--- config.mk ---
export PLATFORM = sky130hd
export DESIGN_NAME = riscv_run_monitor_flat
export DESIGN_NICKNAME = d
export VERILOG_FILES = /design/src/rtl/riscv_run_monitor_if.sv /design/src/rtl/riscv_run_monitor.sv /design/src/flat_wrapper.sv
export SDC_FILE = /design/constraint.sdc
export NUM_CORES = 1
export LEC_CHECK = 0
export BUFFER_PORTS_ARGS = -buffer_cell sky130_fd_sc_hd__buf_2
export CAP_MARGIN = 0
export CORE_MARGIN = 2
export CORE_UTILIZATION = 30
export DETAILED_ROUTE_END_ITERATION = 8
export PLACE_DENSITY = 0.53
export SLEW_MARGIN = 20
export SYNTH_ARGS = -nofsm -noshare
export SYNTH_HDL_FRONTEND = slang
export SYNTH_SLANG_ARGS = --single-unit
--- constraint.sdc ---
create_clock -name clk -period 3.2 [get_ports clk]
set_input_delay 0.16 -clock clk [delete_from_list [all_inputs] [get_ports clk]]
set_output_delay 0.16 -clock clk [all_outputs]
set_load 0.01 [all_outputs]
--- src/rtl/riscv_run_monitor_if.sv ---
// riscv_run_monitor_if: core-side stimulus and run status/statistics bundle for the run monitor
interface riscv_run_monitor_if #(
  parameter int XLEN  = 32,
  parameter int CNT_W = 32
);
  logic             run_en;
  logic [XLEN-1:0]  pc;
  logic [XLEN-1:0]  alu_res;
  logic             core_reset;
  logic             running;
  logic             done;
  logic             pass;
  logic             fail;
  logic             timeout;
  logic [CNT_W-1:0] cycle_count;
  logic [XLEN-1:0]  halt_pc;
  logic [XLEN-1:0]  halt_res;
  modport master (
    output run_en, pc, alu_res,
    input  core_reset, running, done, pass, fail, timeout, cycle_count, halt_pc, halt_res
  );
  modport slave (
    input  run_en, pc, alu_res,
    output core_reset, running, done, pass, fail, timeout, cycle_count, halt_pc, halt_res
  );
endinterface

--- src/rtl/riscv_run_monitor.sv ---
// riscv_run_monitor: holds the core in reset, then counts run cycles and classifies the
// end of the program (self-loop at pass/fail address, or timeout).
module riscv_run_monitor #(
  parameter int              XLEN        = 32,
  parameter int              CNT_W       = 32,
  parameter int              RST_CYCLES  = 2,
  parameter int              MAX_CYCLES  = 500,
  parameter int              HALT_STABLE = 4,
  parameter logic [XLEN-1:0] PASS_ADDR   = XLEN'(32'h0000_0040)
) (
  input logic clk,
  input logic reset_n,
  riscv_run_monitor_if.slave bus
);
  localparam int SW = $clog2(HALT_STABLE + 1);
  localparam logic [CNT_W-1:0] RSTC = CNT_W'(RST_CYCLES);
  localparam logic [CNT_W-1:0] MAXC = CNT_W'(MAX_CYCLES);
  typedef enum logic [2:0] {S_HOLD, S_RUN, S_PASS, S_FAIL, S_TMO} state_t;
  state_t           r_state, w_state_nxt;
  logic [CNT_W-1:0] r_hold_cnt, r_cycle_cnt, w_cycle_nxt, w_hold_nxt;
  logic [SW-1:0]    r_stable, w_stable_nxt;
  logic [XLEN-1:0]  r_pc_prev, r_halt_pc, r_halt_res;
  logic             w_step, w_halt, w_tmo;
  // r_stable == 0 marks the first run cycle, where there is no previous pc to compare
  always_comb begin
    w_step       = (r_state == S_RUN) && bus.run_en;
    w_hold_nxt   = r_hold_cnt + 1'b1;
    w_cycle_nxt  = &r_cycle_cnt ? r_cycle_cnt : r_cycle_cnt + 1'b1;
    w_stable_nxt = (r_stable != '0 && bus.pc == r_pc_prev) ? r_stable + 1'b1 : SW'(1);
    w_halt       = w_step && (w_stable_nxt == SW'(HALT_STABLE));
    w_tmo        = w_step && !w_halt && (w_cycle_nxt == MAXC);
    w_state_nxt  = r_state;
    if (r_state == S_HOLD && w_hold_nxt == RSTC) w_state_nxt = S_RUN;
    else if (w_halt) w_state_nxt = (bus.pc == PASS_ADDR) ? S_PASS : S_FAIL;
    else if (w_tmo) w_state_nxt = S_TMO;
  end
  always_ff @(posedge clk or negedge reset_n) begin
    if (!reset_n) begin
      r_state     <= S_HOLD;
      r_hold_cnt  <= '0;
      r_cycle_cnt <= '0;
      r_stable    <= '0;
      r_pc_prev   <= '0;
      r_halt_pc   <= '0;
      r_halt_res  <= '0;
    end else begin
      r_state <= w_state_nxt;
      if (r_state == S_HOLD) r_hold_cnt <= w_hold_nxt;
      if (w_step) begin
        r_cycle_cnt <= w_cycle_nxt;
        r_stable    <= w_stable_nxt;
        r_pc_prev   <= bus.pc;
      end
      if (w_halt || w_tmo) begin
        r_halt_pc  <= bus.pc;
        r_halt_res <= w_halt ? bus.alu_res : '0;
      end
    end
  end
  assign bus.core_reset  = (r_state == S_HOLD);
  assign bus.running     = (r_state == S_RUN);
  assign bus.pass        = (r_state == S_PASS);
  assign bus.fail        = (r_state == S_FAIL);
  assign bus.timeout     = (r_state == S_TMO);
  assign bus.done        = bus.pass || bus.fail || bus.timeout;
  assign bus.cycle_count = r_cycle_cnt;
  assign bus.halt_pc     = r_halt_pc;
  assign bus.halt_res    = r_halt_res;
endmodule

--- src/flat_wrapper.sv ---
// flat-port wrapper written by rule: the top's interface ports become plain ports
module riscv_run_monitor_flat 
#(
  parameter int              XLEN        = 32,
  parameter int              CNT_W       = 32,
  parameter int              RST_CYCLES  = 2,
  parameter int              MAX_CYCLES  = 500,
  parameter int              HALT_STABLE = 4,
  parameter logic [XLEN-1:0] PASS_ADDR   = XLEN'(32'h0000_0040)
)
  (clk, reset_n, bus_run_en, bus_pc, bus_alu_res, bus_core_reset, bus_running, bus_done, bus_pass, bus_fail, bus_timeout, bus_cycle_count, bus_halt_pc, bus_halt_res);
  riscv_run_monitor_if #(.XLEN(XLEN), .CNT_W(CNT_W)) bus_i ();
  input logic clk;
  input logic reset_n;
  input wire logic [$bits(bus_i.run_en)-1:0] bus_run_en;
  input wire logic [$bits(bus_i.pc)-1:0] bus_pc;
  input wire logic [$bits(bus_i.alu_res)-1:0] bus_alu_res;
  output wire logic [$bits(bus_i.core_reset)-1:0] bus_core_reset;
  output wire logic [$bits(bus_i.running)-1:0] bus_running;
  output wire logic [$bits(bus_i.done)-1:0] bus_done;
  output wire logic [$bits(bus_i.pass)-1:0] bus_pass;
  output wire logic [$bits(bus_i.fail)-1:0] bus_fail;
  output wire logic [$bits(bus_i.timeout)-1:0] bus_timeout;
  output wire logic [$bits(bus_i.cycle_count)-1:0] bus_cycle_count;
  output wire logic [$bits(bus_i.halt_pc)-1:0] bus_halt_pc;
  output wire logic [$bits(bus_i.halt_res)-1:0] bus_halt_res;
  assign bus_i.run_en = bus_run_en;
  assign bus_i.pc = bus_pc;
  assign bus_i.alu_res = bus_alu_res;
  assign bus_core_reset = bus_i.core_reset;
  assign bus_running = bus_i.running;
  assign bus_done = bus_i.done;
  assign bus_pass = bus_i.pass;
  assign bus_fail = bus_i.fail;
  assign bus_timeout = bus_i.timeout;
  assign bus_cycle_count = bus_i.cycle_count;
  assign bus_halt_pc = bus_i.halt_pc;
  assign bus_halt_res = bus_i.halt_res;
  riscv_run_monitor #(.XLEN(XLEN), .CNT_W(CNT_W), .RST_CYCLES(RST_CYCLES), .MAX_CYCLES(MAX_CYCLES), .HALT_STABLE(HALT_STABLE), .PASS_ADDR(PASS_ADDR)) u_core (.clk(clk), .reset_n(reset_n), .bus(bus_i));
endmodule
# Word-level counts from Yosys, hierarchy flattened
# Cells that the tools add are included.
[word_totals]
regBits = 166
in_bits = 67
output_inout_bits = 102
elab_cells = 40
[classes]
addsub = 3
eq_ne = 9
n_mux = 7
n_reduce_logical = 14
[ops]
columns = ["op", "n"]
rows = [
  ["adder 32 x 1 -> 32 bit, second input constant", 2],
  ["two-way mux 32 bit", 2],
  ["== test 32 x 2 -> 1 bit, second input constant", 1],
  ["== test 32 bit", 1],
  ["== test 32 x 7 -> 1 bit, second input constant", 1],
  ["== test 32 x 9 -> 1 bit, second input constant", 1],
  ["AND reduction 32 bit", 1],
  ["two-way mux 3 bit", 4],
  ["== test 3 x 2 -> 1 bit, second input constant", 2],
  ["== test 3 bit, second input constant", 2],
  ["logical AND 1 bit", 6],
  ["nonzero test 3 bit", 2],
  ["adder 3 x 1 -> 3 bit, second input constant", 1],
  ["== test 3 x 1 -> 1 bit, second input constant", 1],
  ["logical NOT 3 bit", 1],
  ["logical OR 1 bit", 3],
  ["logical NOT 1 bit", 1],
  ["two-way mux 1 bit", 1],
]

# Longest topological paths before layout
[logic_depth]
ltp_word = 11
mapped_depth = 11
ltp_nobuf = 9

# Worst setup path before layout
# Ideal clock, no wire load.
[synth_path]
path_kind = "reg2reg"
from = "reg u_core.r_cycle_cnt[0], in the netlist u_core.bus.cycle_count[0]"
to = "reg u_core.r_halt_pc[0], in the netlist u_core.bus.halt_pc[0]"
setup_ns = 0.125
arrival_ns = 3.098
required_ns = 3.075
slack_ns = -0.022
path_stages_with_launch = 11
path_buffers = 1
period_less_slack_ns = 3.222
cell_sequence = "dfrtp_1 > ha_1 > nand2_1 > or3_1 > a31o_1 > or3_1 > nand2_1 > nand4_1 > o41ai_2 > buf_4 > mux2_2"
[synth_via]
elab_chain_cells = 5
elab_cells_between_ends = 6
cone_classes = "1 x add/sub; 1 x eq/ne; 1 x mux; 3 x reduce/logical"
[synth_rtl]
columns = ["item", "line", "text"]
rows = [
  ["from (decl)", "riscv_run_monitor.sv:20", "logic [CNT_W-1:0] r_hold_cnt, r_cycle_cnt, w_cycle_nxt, w_hold_nxt;"],
  ["from (signal assigned)", "riscv_run_monitor.sv:50", "r_cycle_cnt <= w_cycle_nxt;"],
  ["adder 32 x 1 -> 32 bit or AND reduction 32 bit (tied branches)", "riscv_run_monitor.sv:28", "w_cycle_nxt = &r_cycle_cnt ? r_cycle_cnt : r_cycle_cnt + 1'b1;"],
  ["two-way mux 32 bit *", "riscv_run_monitor.sv:28", ""],
  ["== test 32 x 9 -> 1 bit *", "riscv_run_monitor.sv:31", "w_tmo = w_step && !w_halt && (w_cycle_nxt == MAXC);"],
  ["logical AND 1 bit *", "riscv_run_monitor.sv:31", ""],
  ["logical OR 1 bit *", "riscv_run_monitor.sv:54", "if (w_halt || w_tmo) begin"],
  ["to (signal assigned)", "riscv_run_monitor.sv:55", "r_halt_pc <= bus.pc;"],
  ["to (decl)", "riscv_run_monitor.sv:22", "logic [XLEN-1:0] r_pc_prev, r_halt_pc, r_halt_res;"],
]
# Mark *: on every way between the ends. The rest lies on a longest branch, timed or not.
# A chain may end at the register's enable or synchronous reset.

# Worst setup path after layout
[layout_path]
from = "reg u_core.r_cycle_cnt[7], in the netlist u_core.bus.cycle_count[7]"
to = "reg u_core.r_halt_pc[25], in the netlist u_core.bus.halt_pc[25]"
# Same word-level chain as after synthesis.

==> qor.yml <==
outcome: "finished clean"
avgRoutedWirePerCell_um: 15.9
crit_fanout: 16
cts.path.max_buffers: 2
antenna_found_initial: 0
finalPower_mw: 5.15
ys_types: 63
p_seq_frac: 0.435
die_area_mm2: 0.0303
cts_buffers: 17
vias: 7793
io_pins: 169
p_sw_frac: 0.263
final.setup.tns_ns: 0
p_comb_frac: 0.145
slew_headroom: 0.537
skew_ns: 0.0118
fin_nets: 1280
root_buffer: "clkbuf_16"
cts_tree: "yes"
place.gp.congestion: 0.915
start_util: 0.303
antenna_cells: 0
startpoint: "u_core.bus.cycle_count[7]$_DFFE_PN0P_"
core_mm2: 0.0286
cap_violations: 0
drv_slew: 0
path_depth: 11
grt_pass1_vias: 7682
internal_power_mw: 3.79
grt_max_degree: 73
yosysSeqAreaShare: 0.479
hold_path.class: "primary input to flop"
endpoint: "u_core.bus.halt_pc[25]$_DFFE_PN0P_"
clockPowerShare: 0.420
slowest_delay_ns: 0.44
async_reset_ff_frac: 1.00
clkSlewWorstSetupHoldPaths_ns: 0.07
critical_path_buf_inv_count: 3
drc: 0
avgSynthCellArea_um2: 9.21
area_delta_synth_final_pct: 34.8
p_sw_mw: 1.35
p_per_area_mw_per_mm2: 440
r2r_end: "u_core.bus.halt_pc[25]$_DFFE_PN0P_"
r2r-start: "u_core.bus.cycle_count[7]$_DFFE_PN0P_"
drt.antenna.violating_nets: 0
grt-ovfl-total: 0
p_leak_nw: 5.60
worstSetupPathType: "flop to flop"
startpoint_type: "flop"
grt_pass1_wl_mm: 40.7
cp_cell_sequence: "nand4_4, nor3_4, buf_4, nand4_1, xnor2_2, nor4_2, o2111ai_2, o41ai_4, buf_6, clkbuf_16, mux2_2"
die_width_um: 174
hold_viol: 0
syn_area_mm2: 0.00867
worstPathArrival_ns: 3.40
finalSetupViolations: 0
cts.sinks: 166
cp_slowest_cell: "dfrtp_1"
drive_gt1_frac: 0.268
r2r_setup_slack_ns: 0.11
fillCellCount: 2835
tightest_slew_ns: 0.695
fin_crit_ns: 3.09
final_util: 0.409
firstDrtPassIters: 4
synthFlopType: "dfrtp_1"
wl_mm: 25.5
cp.required_ns: 3.51
rows: 62
fin_crit_sh: 0.967
die_h_um: 174
grt_usage: 0.166
end_kind: "flop"
insertion_delay_ns: 0.42
synth_nets: 1014
dpl.hpwl_mm: 18.0
ir_worst_vdd_v: 0.000262
drtIter0Drc: 482
r2r_cells: 11
fmax_mhz: 323
path_delay_family: "simple AND/OR/NAND/NOR gates"
yosys_warnings: 0
syn-instance-count: 942
port_buffers: 168
vias_per_cell: 4.86
synth_edf_count: 0
htree_num_levels: 4
holdWs_ns: 0.0229
synth-seq-cells: 166
==> logic make-up after synthesis <==
group | after synthesis | share of synthesized area
adders and majority gates | 5 | 0.00721
xor gates and xnor gates | 109 | 0.110
AOI/OAI and AO/OA | 95 | 0.0682
and+or+nand+nor | 470 | 0.262
DFF | 166 | 0.479
muxes | 33 | 0.0427
buffers and inverters | 64 | 0.0314
==> worst reg2reg max path: stages (launching register included) <==
cell and delay [ns]:
dfrtp_1 0.44, nand4_4 0.17, nor3_4 0.24, buf_4 0.18, nand4_1 0.16, xnor2_2 0.21, nor4_2 0.35, o2111ai_2 0.19
o41ai_4 0.33, buf_6 0.17, clkbuf_16 0.20, mux2_2 0.34
==> cells in the final DEF, fill, tap and decap left out, types with 32 or more instances in the layout <==
| cell type | count |
|---|---|
| buf_4 | 62 |
| xor2_1 | 56 |
| nand3_1 | 36 |
| xnor2_1 | 52 |
| dfrtp_1 | 164 |
| dlygate4sd3_1 | 62 |
| nor2_1 | 57 |
| nand2_1 | 218 |
| nand4_1 | 42 |
| mux2_2 | 32 |
| buf_2 | 167 |
==> synthesized netlist by cell type, types with 13 or more instances <==
cell type,instances,share of area
nand2_1,218,0.094
nor3_1,21,0.012
dfrtp_1,166,0.48
o21ai_0,19,0.011
xor2_1,56,0.057
xnor2_1,53,0.054
nor4_1,30,0.022
nand3_1,36,0.021
nand4_1,42,0.030
clkbuf_1,34,0.015
a21oi_1,13,0.0075
o21ai_1,29,0.017
mux2_2,32,0.042
nor2_1,58,0.025
==> worst min path at each step <==
stage                     slack, ns        from  depth (start not counted)                                     end
after floorplan               -0.14     reset_n                          0   u_core.bus.cycle_count[0]$_DFFE_PN0P_
after global placement         0.21     reset_n                          1  u_core.bus.cycle_count[24]$_DFFE_PN0P_
after detailed placement       0.22     reset_n                          1  u_core.bus.cycle_count[24]$_DFFE_PN0P_
after CTS                     0.007  bus_pc[10]                          3        u_core.r_pc_prev[10]$_DFFE_PN0P_
after global routing           0.02  bus_pc[30]                          3        u_core.r_pc_prev[30]$_DFFE_PN0P_
final                          0.02  bus_pc[10]                          3        u_core.r_pc_prev[10]$_DFFE_PN0P_
==> sequential cells by signal, summed over array words and instances (netlist names) <==
signal and count:
u_core.r_hold_cnt 32, u_core.bus.halt_pc 32, u_core.bus.cycle_count 32, u_core.r_stable 3, u_core.bus.halt_res 32, u_core.r_pc_prev 32, u_core.r_state 3
==> power by group through the flow <==
stage | registers [mW] | clock network (mW) | logic (mW)
2_1_floorplan | 2.30 | 0 | 0.319
3_3_place_gp | 2.27 | 0 | 0.679
3_5_place_dp | 2.27 | 0 | 0.676
4_1_cts | 2.23 | 2.23 | 0.737
5_1_grt | 2.25 | 2.31 | 0.818
6_report | 2.24 | 2.16 | 0.744
==> stage by stage <==
step	std cells	cell area, µm²	worst slack, ns
finish	1605	11700	0.106
global route	1605	11700	-0.0389
CTS	1599	11500	0.0887
detailed placement	1505	10300	0.130
global placement	1505	10300	0.124
floorplan	942	8690	0.0143
==> cell type report <==
cell class / instances / area [µm²] / area share
multi-input cells: 712 / 4360 / 0.372
flip-flops and latches: 166 / 4160 / 0.355
repair buffers: 297 / 2030 / 0.174
well taps: 384 / 480 / 0.0411
clock buffers: 22 / 474 / 0.0405
clock inverters: 10 / 144 / 0.0123
inverters: 14 / 52.6 / 0.00449
==> routing by layer <==
layer,global-route usage,vias up,share of wire
li1,-,3781,-
met3,0.0317,36,0.042
met4,0.0476,0,0.019
met1,0.226,3770,0.46
met5,0,-,0
met2,0.268,206,0.47
==> timing repair <==
item                                   4_1_cts  5_1_grt
hold buffers                                62        0
resized for setup                            0       19
buffers inserted                             0        4
endpoints found under the hold margin      130        0
setup endpoints to repair                    0       66
No activity file was read; power rests on OpenSTA's default activity.
